**config.mk**
```make
export PLATFORM = sky130hd
export DESIGN_NAME = ifu_fetch_master_flat
export DESIGN_NICKNAME = d
export VERILOG_FILES = /design/src/rtl/ifu_fetch_master_if.sv /design/src/rtl/ifu_fetch_master.sv /design/src/flat_wrapper.sv
export SDC_FILE = /design/constraint.sdc
export NUM_CORES = 1
export LEC_CHECK = 0
export ABC_AREA = 1
export CELL_PAD_IN_SITES_DETAIL_PLACEMENT = 2
export CELL_PAD_IN_SITES_GLOBAL_PLACEMENT = 2
export CORE_MARGIN = 10
export CORE_UTILIZATION = 28
export CTS_BUF_LIST = sky130_fd_sc_hd__clkbuf_4 sky130_fd_sc_hd__clkbuf_8 sky130_fd_sc_hd__clkbuf_16
export DETAILED_ROUTE_END_ITERATION = 8
export HOLD_SLACK_MARGIN = 0.15
export PLACE_DENSITY = 0.83
export RECOVER_POWER = 50
export SLEW_MARGIN = 5
export SYNTH_ARGS = -nofsm -noshare
export SYNTH_HDL_FRONTEND = slang
export SYNTH_SLANG_ARGS = --single-unit
```
**constraint.sdc**
```tcl
create_clock -name clk -period 4.9 [get_ports clk]
set_input_delay 0.735 -clock clk [delete_from_list [all_inputs] [get_ports clk]]
set_output_delay 0.735 -clock clk [all_outputs]
set_load 0.005 [all_outputs]
```
**src/rtl/ifu_fetch_master_if.sv**
```systemverilog
// ifu_fetch_master_if: AR/R read channels, decode output port, redirect input and error flag
interface ifu_fetch_master_if;
  logic [31:0] araddr;
  logic        arvalid;
  logic        arready;
  logic [31:0] rdata;
  logic [1:0]  rresp;
  logic        rvalid;
  logic        rready;
  logic [31:0] out_inst;
  logic [31:0] out_pc;
  logic        out_valid;
  logic        out_ready;
  logic        redirect_valid;
  logic [31:0] redirect_pc;
  logic        fetch_err;
  modport master (
    output araddr, arvalid, rready, out_inst, out_pc, out_valid, fetch_err,
    input  arready, rdata, rresp, rvalid, out_ready, redirect_valid, redirect_pc
  );
  modport slave (
    input  araddr, arvalid, rready, out_inst, out_pc, out_valid, fetch_err,
    output arready, rdata, rresp, rvalid, out_ready, redirect_valid, redirect_pc
  );
endinterface

```
**src/rtl/ifu_fetch_master.sv**
```systemverilog
// ifu_fetch_master: single-outstanding instruction fetch initiator with redirect handling
module ifu_fetch_master #(
  parameter logic [31:0] RESET_PC = 32'h8000_0000
) (
  input logic               clk,
  input logic               reset,
  ifu_fetch_master_if.master bus
);
  typedef enum logic [2:0] {IDLE, AR, R, OUT, HALT} state_t;
  state_t      state_q;
  logic [31:0] pc_q;
  logic [31:0] pend_pc_q;
  logic        pend_q;
  logic [31:0] inst_q;
  logic [31:0] opc_q;
  logic        err_q;
  logic [31:0] redir_pc;
  assign redir_pc = {bus.redirect_pc[31:2], 2'b00};
  // Fetch FSM: a redirect seen while a read is in flight is parked and applied when the data returns
  always_ff @(posedge clk or posedge reset)
    if (reset) begin
      state_q   <= IDLE;
      pc_q      <= RESET_PC;
      pend_pc_q <= '0;
      pend_q    <= 1'b0;
      inst_q    <= '0;
      opc_q     <= '0;
      err_q     <= 1'b0;
    end else begin
      case (state_q)
        IDLE: state_q <= AR;
        AR: begin
          if (bus.redirect_valid) begin
            pend_q    <= 1'b1;
            pend_pc_q <= redir_pc;
          end
          if (bus.arready) state_q <= R;
        end
        R: begin
          if (bus.rvalid) begin
            if (bus.rresp != 2'b00) begin
              err_q   <= 1'b1;
              state_q <= HALT;
            end else if (bus.redirect_valid || pend_q) begin
              pc_q    <= bus.redirect_valid ? redir_pc : pend_pc_q;
              pend_q  <= 1'b0;
              state_q <= AR;
            end else begin
              inst_q  <= bus.rdata;
              opc_q   <= pc_q;
              state_q <= OUT;
            end
          end else if (bus.redirect_valid) begin
            pend_q    <= 1'b1;
            pend_pc_q <= redir_pc;
          end
        end
        OUT: begin
          if (bus.redirect_valid) begin
            pc_q    <= redir_pc;
            state_q <= AR;
          end else if (bus.out_ready) begin
            pc_q    <= pc_q + 32'd4;
            state_q <= AR;
          end
        end
        default: state_q <= HALT;
      endcase
    end
  assign bus.araddr    = pc_q;
  assign bus.arvalid   = state_q == AR;
  assign bus.rready    = state_q == R;
  assign bus.out_valid = state_q == OUT;
  assign bus.out_inst  = inst_q;
  assign bus.out_pc    = opc_q;
  assign bus.fetch_err = err_q;
endmodule
```
**src/flat_wrapper.sv**
```systemverilog
// flat-port wrapper written by rule: the top's interface ports become plain ports
module ifu_fetch_master_flat 
#(
  parameter logic [31:0] RESET_PC = 32'h8000_0000
)
  (clk, reset, bus_araddr, bus_arvalid, bus_rready, bus_out_inst, bus_out_pc, bus_out_valid, bus_fetch_err, bus_arready, bus_rdata, bus_rresp, bus_rvalid, bus_out_ready, bus_redirect_valid, bus_redirect_pc);
  ifu_fetch_master_if bus_i ();
  input logic clk;
  input logic reset;
  output wire logic [$bits(bus_i.araddr)-1:0] bus_araddr;
  output wire logic [$bits(bus_i.arvalid)-1:0] bus_arvalid;
  output wire logic [$bits(bus_i.rready)-1:0] bus_rready;
  output wire logic [$bits(bus_i.out_inst)-1:0] bus_out_inst;
  output wire logic [$bits(bus_i.out_pc)-1:0] bus_out_pc;
  output wire logic [$bits(bus_i.out_valid)-1:0] bus_out_valid;
  output wire logic [$bits(bus_i.fetch_err)-1:0] bus_fetch_err;
  input wire logic [$bits(bus_i.arready)-1:0] bus_arready;
  input wire logic [$bits(bus_i.rdata)-1:0] bus_rdata;
  input wire logic [$bits(bus_i.rresp)-1:0] bus_rresp;
  input wire logic [$bits(bus_i.rvalid)-1:0] bus_rvalid;
  input wire logic [$bits(bus_i.out_ready)-1:0] bus_out_ready;
  input wire logic [$bits(bus_i.redirect_valid)-1:0] bus_redirect_valid;
  input wire logic [$bits(bus_i.redirect_pc)-1:0] bus_redirect_pc;
  assign bus_araddr = bus_i.araddr;
  assign bus_arvalid = bus_i.arvalid;
  assign bus_rready = bus_i.rready;
  assign bus_out_inst = bus_i.out_inst;
  assign bus_out_pc = bus_i.out_pc;
  assign bus_out_valid = bus_i.out_valid;
  assign bus_fetch_err = bus_i.fetch_err;
  assign bus_i.arready = bus_arready;
  assign bus_i.rdata = bus_rdata;
  assign bus_i.rresp = bus_rresp;
  assign bus_i.rvalid = bus_rvalid;
  assign bus_i.out_ready = bus_out_ready;
  assign bus_i.redirect_valid = bus_redirect_valid;
  assign bus_i.redirect_pc = bus_redirect_pc;
  ifu_fetch_master #(.RESET_PC(RESET_PC)) u_core (.clk(clk), .reset(reset), .bus(bus_i));
endmodule
```
==> results of run 1 <==
==> path summary, 6_finish.rpt <==
path                       slack [ns]  cells after the start                        startpoint                             endpoint
setup / recovery                 1.50                      6                        bus_rvalid     u_core.pend_pc_q[13]$_DFFE_PP0P_
hold / removal                   0.48                      1  u_core.bus.fetch_err$_DFFE_PP0P_     u_core.bus.fetch_err$_DFFE_PP0P_
setup reg to reg                 1.63                      9     u_core.state_q[2]$_DFFE_PP0P_     u_core.pend_pc_q[13]$_DFFE_PP0P_
hold reg to reg                  0.48                      1  u_core.bus.fetch_err$_DFFE_PP0P_     u_core.bus.fetch_err$_DFFE_PP0P_
max in group asynchronous        2.04                      3                             reset    u_core.bus.araddr[10]$_DFFE_PP0P_
min in group asynchronous        0.96                      2                             reset  u_core.bus.out_inst[20]$_DFFE_PP0P_
==> report_power, final <==
part | leakage (nW) | internal (W) | switching (W)
registers | 1.71 | 0.00145 | 0.000330
clock network | 0.290 | 0.000809 | 0.000513
logic | 2.19 | 0.000759 | 0.000916
total | 4.19 | 0.00302 | 0.00176
==> state kept, by name (all words and copies together) (netlist names) <==
register / cells
u_core.pend_q: 1
u_core.pend_pc_q: 32
u_core.bus.out_inst: 32
u_core.bus.araddr: 32
u_core.bus.out_pc: 32
u_core.bus.fetch_err: 1
u_core.state_q: 3
==> placed cells by master, fill, tap and decap left out <==
cell type        count
nor2_4               2
clkinv_4             3
o211ai_1             1
nand3b_1             2
clkinvlp_4           3
nand2_2              2
a21o_1               1
nand2_1            176
a21oi_1             21
nor4_1               1
clkbuf_4             2
dfstp_2              1
nand3_1             52
ha_1                 1
a22oi_1              7
clkbuf_1             3
mux2_4              34
o22ai_1             20
nor2_1              78
clkinv_2             4
inv_2                3
o21ai_0             67
clkinv_1             1
inv_1               71
clkdlybuf4s50_1    129
nor2_2               7
o21ai_1             30
nor3_1               2
and2_0               1
dlygate4sd3_1       40
inv_6                1
and2_1               1
clkbuf_16           17
nand2_4              1
a211oi_1             1
dfrtp_1            132
bufinv_16            3
buf_4                5
==> cell families (layout without fill, tap and decap cells) <==
logic type	count (synthesis)	after routing
AO/OA/AOI/OAI	148	148
adder cells (fa/ha/maj)	1	1
buffers and inverters	108	285
flip-flops	133	133
multiplexers	34	34
AND/OR/NAND/NOR	325	325
==> through the flow <==
| step | power (W) | std cells | hold slack (ns) |
|---|---|---|---|
| finish | 0.004781 | 1211 | 0.4815 |
| global placement | 0.003388 | 1179 | 0.4408 |
| floorplan | 0.002543 | 749 | 0.4510 |
| CTS | 0.004871 | 1211 | 0.4834 |
| global route | 0.005128 | 1211 | 0.5068 |
| detailed placement | 0.003491 | 1179 | 0.4716 |
==> cell type report <==
type	instances	share of cell area
Timing Repair Buffer	177	0.1939
Clock buffer	19	0.04906
Multi-Input combinational cell	508	0.2964
Sequential cell	133	0.3709
Clock inverter	13	0.01770
Inverter	76	0.03233
Tap cell	285	0.03972
==> critical path, stage by stage <==
cell and delay, ns:
dlygate4sd3_1 0.56, nor2_1 0.08, nor2_1 0.14, clkbuf_1 1.33, nor2_2 0.54, o22ai_1 0.30
==> layer usage <==
metal | part of all wire | track usage
met2 | 0.51 | 0.3011
met5 | 0 | 0
met4 | 0.019 | 0.05922
met3 | 0.032 | 0.03192
met1 | 0.43 | 0.2097
==> impl_metrics.env, run 1 <==
export IMPL_ys_types=31
export IMPL_startpoint_type="input pin"
export IMPL_ant_nets=0
export IMPL_period_needed_ns=3.399
export IMPL_outcome="complete, but fails checks"
export IMPL_antenna_found_initial=0
export IMPL_die_h_um=172.1
export IMPL_synthCells=749
export IMPL_dr_pass1_iters=4
export IMPL_crit_type="in2reg"
export IMPL_min_path_type="reg2reg"
export IMPL_synthMuxAreaShare=0.07886
export IMPL_ios=172
export IMPL_pre_cts_ws_ns=1.613
export IMPL_synth_edff_count=0
export IMPL_ys_warn_count=0
export IMPL_cp_end_kind="flip-flop"
export IMPL_min_period_over_period=0.6937
export IMPL_grt_remaining_overflow=0
export IMPL_holdBufCountCts=0
export IMPL_final_util=0.3953
export IMPL_route_detailed_drc=0
export IMPL_hold_viol=0
export IMPL_synth_area_per_cell_um2=8.643
export IMPL_synth_ff_type="dfrtp_1"
export IMPL_groute_usage_overall=0.1731
export IMPL_setup_ws_ns=1.501
export IMPL_cts_resized_gates=0
export IMPL_yosysTopAreaCellShare=0.5102
export IMPL_final_cell_area_um2=8977
export IMPL_synth_fp_nets=822
export IMPL_maxCapViolCount=2
export IMPL_htree_levels=4
export IMPL_rows=55
export IMPL_multi_input_area_um2=2661
export IMPL_grt_pass1_wl_mm=39.41
export IMPL_area_growth_pct=38.67
export IMPL_initial_core_util=0.2851
export IMPL_nets=986
export IMPL_leakage_nw=4.193
export IMPL_insertion_delay_ns=0.43
export IMPL_dpl_hpwl_mm=18.34
export IMPL_synth_compound_area_frac=0.1221
export IMPL_synth_largest_area_cell="dfrtp_1"
export IMPL_slew_violations=69
export IMPL_grt_pass1_vias=6630
export IMPL_postCtsSetupRepairBufs=0
export IMPL_fillCellCount=2490
export IMPL_failed_checks="max-capacitance violations, max-slew violations"
export IMPL_fmaxAchievable_ghz=0.2942
export IMPL_die_w_um=172.1
export IMPL_die_area_um2=29600
export IMPL_synth_area_leaders="dfrtp_1 51%, nand2_1 10%, mux2_4 7.9%, o21ai_0 5.2%, nor2_1 4.5%"
export IMPL_ys_ff_latch=133
export IMPL_ir_worst_vdd_v=0.0001638
export IMPL_clock_sinks=133
export IMPL_cts_root_buffer="clkbuf_16"
export IMPL_finClkSkew_ns=0.01154
export IMPL_wire_per_inst_um=20.66
export IMPL_synth_adder_area_share=0.001933
export IMPL_gp_congestion=0.7855
export IMPL_synth_area_um2=6474
export IMPL_regArea_um2=3329
export IMPL_cts_inserted_buffers=17
export IMPL_synthSimpleGateAreaFrac=0.2078
export IMPL_drive_gt1_frac=0.09503
export IMPL_synth_seq_area_share=0.5143
export IMPL_routed_wl_mm=25.02
export IMPL_placed_area_um2=8394
export IMPL_clk_pin_slew_ns=0.07
export IMPL_cts_max_path_buffers=2
export IMPL_grt_max_degree=84
export IMPL_vias=5894
export IMPL_async_flop_share=1.000
export IMPL_powerDensity_nw_per_um2=532.6
export IMPL_setup_viol=0
export IMPL_synth_most_common_cell="nand2_1"
export IMPL_first_iter_violations=232
export IMPL_core_area_um2=22710
export IMPL_slew_limit_headroom=-0.2163
export IMPL_rsz0062_at_grt="false"
export IMPL_tightest_slew_ns=1.824
export IMPL_synth_top_family_by_area="simple AND/OR/NAND/NOR gates"
export IMPL_arrival_ns=3.72
export IMPL_synth_xor_area_frac=0
export IMPL_crit_required_ns=5.22
export IMPL_viasPerCell=4.867
export IMPL_setup_tns_final_ns=0
export IMPL_synth_common_cells="176 x nand2_1, 132 x dfrtp_1, 77 x nor2_1"
export IMPL_tritoncts="built"
export IMPL_port_buffers=169
export IMPL_diodes=0
export IMPL_path_max_fanout=41
Power figures use the tool's default switching activity.
==> run 2, diff against run 1 <==
CORE_UTILIZATION = 26   (was 28)
PLACE_DENSITY = 0.81   (was 0.83)
clock period = 3.1 ns   (was 4.9 ns; I/O delays follow)
==> run 2 against run 1 <==
  * Setup slack got worse by 0.95 ns
  * Utilization fell by 2.2 points
  * Critical path type is now reg2out
  * Worst hold slack lost 0.021 ns
  * The run now ends clean
  * Cell count rose by 3.8%
  * Sequential power up 58%
  * Die area rose by 6.8%
  * Sequential share of layout area decreased by 0.55 points
==> impl_metrics.env, run 2 (synthesis gave the netlist of run 1 again) <==
export IMPL_setup_viol=0
export IMPL_crit_chain="inv_1 -> nor2_1 -> clkdlybuf4s50_1"
export IMPL_initial_core_util=0.2654
export IMPL_power_frac_comb=0.350
export IMPL_crit_type="reg2out"
export IMPL_min_path_type="reg2reg"
export IMPL_clk_pin_slew_ns=0.07
export IMPL_ant_nets=0
export IMPL_cts_max_path_buffers=2
export IMPL_dpl_hpwl_mm=18.96
export IMPL_cp_end_kind="primary output"
export IMPL_cts_root_buffer="clkbuf_16"
export IMPL_die_area_um2=31610
export IMPL_r2r_start="u_core.state_q[2]$_DFFE_PP0P_"
export IMPL_antenna_found_initial=1
export IMPL_critPathMaxStageDelay_ns=0.63
export IMPL_path_max_fanout=7
export IMPL_leakage_nw=4.262
export IMPL_fmaxAchievable_ghz=0.3921
export IMPL_first_iter_violations=305
export IMPL_ios=172
export IMPL_slew_violations=0
export IMPL_switching_share=0.3685
export IMPL_placed_area_um2=8524
export IMPL_port_buffers=169
export IMPL_min_period_over_period=0.8227
export IMPL_final_cell_area_um2=9114
export IMPL_pre_cts_ws_ns=0.2756
export IMPL_r2r_end="u_core.pend_pc_q[4]$_DFFE_PP0P_"
export IMPL_place_inst=1224
export IMPL_hold_path_startpoint="u_core.bus.fetch_err$_DFFE_PP0P_"
export IMPL_dr_pass1_iters=4
export IMPL_cts_resized_gates=0
export IMPL_insertion_delay_ns=0.44
export IMPL_ir_worst_vdd_v=0.0003470
export IMPL_internal_power_w=0.004797
export IMPL_postCtsSetupRepairBufs=0
export IMPL_clockPowerShare=0.280
export IMPL_powerDensity_nw_per_um2=833.4
export IMPL_drive_gt1_frac=0.1041
export IMPL_arrival_ns=2.09
export IMPL_core_area_um2=24390
export IMPL_finClkSkew_ns=0.01739
export IMPL_slowest_stage="clkdlybuf4s50_1"
export IMPL_route_detailed_drc=0
export IMPL_hold_viol=0
export IMPL_nets=992
export IMPL_die_w_um=177.8
export IMPL_period_needed_ns=2.550
export IMPL_clock_sinks=133
export IMPL_grt_pass1_vias=6529
export IMPL_vias=5904
export IMPL_die_h_um=177.8
export IMPL_holdBufCountCts=0
export IMPL_tritoncts="built"
export IMPL_netSwitchingPower_w=0.002799
export IMPL_rsz0062_at_grt="false"
export IMPL_viasPerCell=4.697
export IMPL_rows=57
export IMPL_gp_congestion=0.7932
export IMPL_grt_pass1_wl_mm=39.20
export IMPL_htree_levels=4
export IMPL_layout_common_cells="176 x nand2_1, 132 x dfrtp_1, 120 x clkdlybuf4s50_1"
export IMPL_layout_commonest_cell="nand2_1"
export IMPL_min_delay_path_depth=1
export IMPL_tightest_slew_ns=1.397
export IMPL_maxCapViolCount=0
export IMPL_groute_usage_overall=0.1607
export IMPL_slew_limit_headroom=0.06866
export IMPL_min_to="u_core.bus.fetch_err$_DFFE_PP0P_"
export IMPL_cts_inserted_buffers=17
export IMPL_setup_tns_final_ns=0
export IMPL_startpoint_type="flip-flop"
export IMPL_grt_remaining_overflow=0
export IMPL_wire_per_inst_um=20.20
export IMPL_outcome="completed"
export IMPL_crit_required_ns=2.63
export IMPL_instances_no_fill=1257
export IMPL_setup_ws_ns=0.5497
export IMPL_routed_wl_mm=25.39
export IMPL_seq_power_share=0.370
export IMPL_grt_max_degree=53
export IMPL_area_growth_pct=40.78
export IMPL_ff2ff_path_depth=9
export IMPL_r2r_setup_slack_ns=0.81
-- run 2: cell count changes in the layout (fill, tap and decap cells not counted), moves of 2 or more --
cell and delta:
nor2_2 +2, clkdlybuf4s50_1 -9, inv_6 +3, clkinv_2 -2, nor2_1 -2, buf_12 +2
buf_4 +3, clkbuf_4 -2, dlygate4sd3_1 +9, clkbuf_2 +2
-- run 2: how the worst max path moves through the flow --
| stage | depth (start not counted) | slack, ns | end | from |
|---|---|---|---|---|
| after floorplan | 1 | 0.98 | u_core.bus.araddr[0]$_DFFE_PP0P_ | reset |
| after global placement | 5 | 0.36 | u_core.bus.out_inst[23]$_DFFE_PP0P_ | bus_redirect_valid |
| after detailed placement | 10 | 0.28 | u_core.bus.araddr[4]$_DFFE_PP0P_ | bus_redirect_valid |
| after CTS | 3 | 0.51 | bus_out_valid | u_core.state_q[0]$_DFFE_PP0P_ |
| after global routing | 3 | 0.43 | u_core.bus.araddr[28]$_DFFE_PP0P_ | reset |
| final | 3 | 0.55 | bus_out_valid | u_core.state_q[0]$_DFFE_PP0P_ |
-- run 2: per-stage QoR --
step	utilization	power [W]	hold WS (ns)
after detailed placement	0.3495	0.005543	0.4506
after global routing	0.3737	0.008121	0.5052
after global placement	0.3495	0.005374	0.4422
after floorplan	-	0.004020	0.4510
final	0.3737	0.007596	0.4609
after CTS	0.3747	0.007754	0.4016
-- run 2: power groups by stage --
| stage | sequential (W) | combinational, W | clock, W |
|---|---|---|---|
| 2_1_floorplan | 0.00271 | 0.00131 | 0 |
| 3_3_place_gp | 0.00279 | 0.00259 | 0 |
| 3_5_place_dp | 0.00283 | 0.00271 | 0 |
| 4_1_cts | 0.00282 | 0.00276 | 0.00217 |
| 5_1_grt | 0.00290 | 0.00297 | 0.00225 |
| 6_report | 0.00281 | 0.00266 | 0.00213 |
-- run 2: critical path, delay by kind of cell (launching register included) --
kind / cells / cell delay, ns
buffers and inverters: 2 / 0.73
flip-flops: 1 / 0.51
AND/OR/NAND/NOR: 1 / 0.41
-- run 2: layout make-up --
cell class	count	area, um^2
Antenna cell	1	2.502
Clock inverter	14	175.2
Timing Repair Buffer	183	1809
Inverter	76	286.5
Fill cell	2679	15280
Multi-Input combinational cell	508	2666
Sequential cell	133	3329
Clock buffer	18	439.2
Tap cell	324	405.4
-- run 2: layer usage --
| metal | GRT usage | wire length [um] | vias up |
|---|---|---|---|
| met5 | 0 | 0 | - |
| met4 | 0.05280 | 438 | 0 |
| met3 | 0.02975 | 867 | 22 |
| met2 | 0.2828 | 13240 | 88 |
| met1 | 0.1931 | 10850 | 3005 |
| li1 | - | - | 2789 |
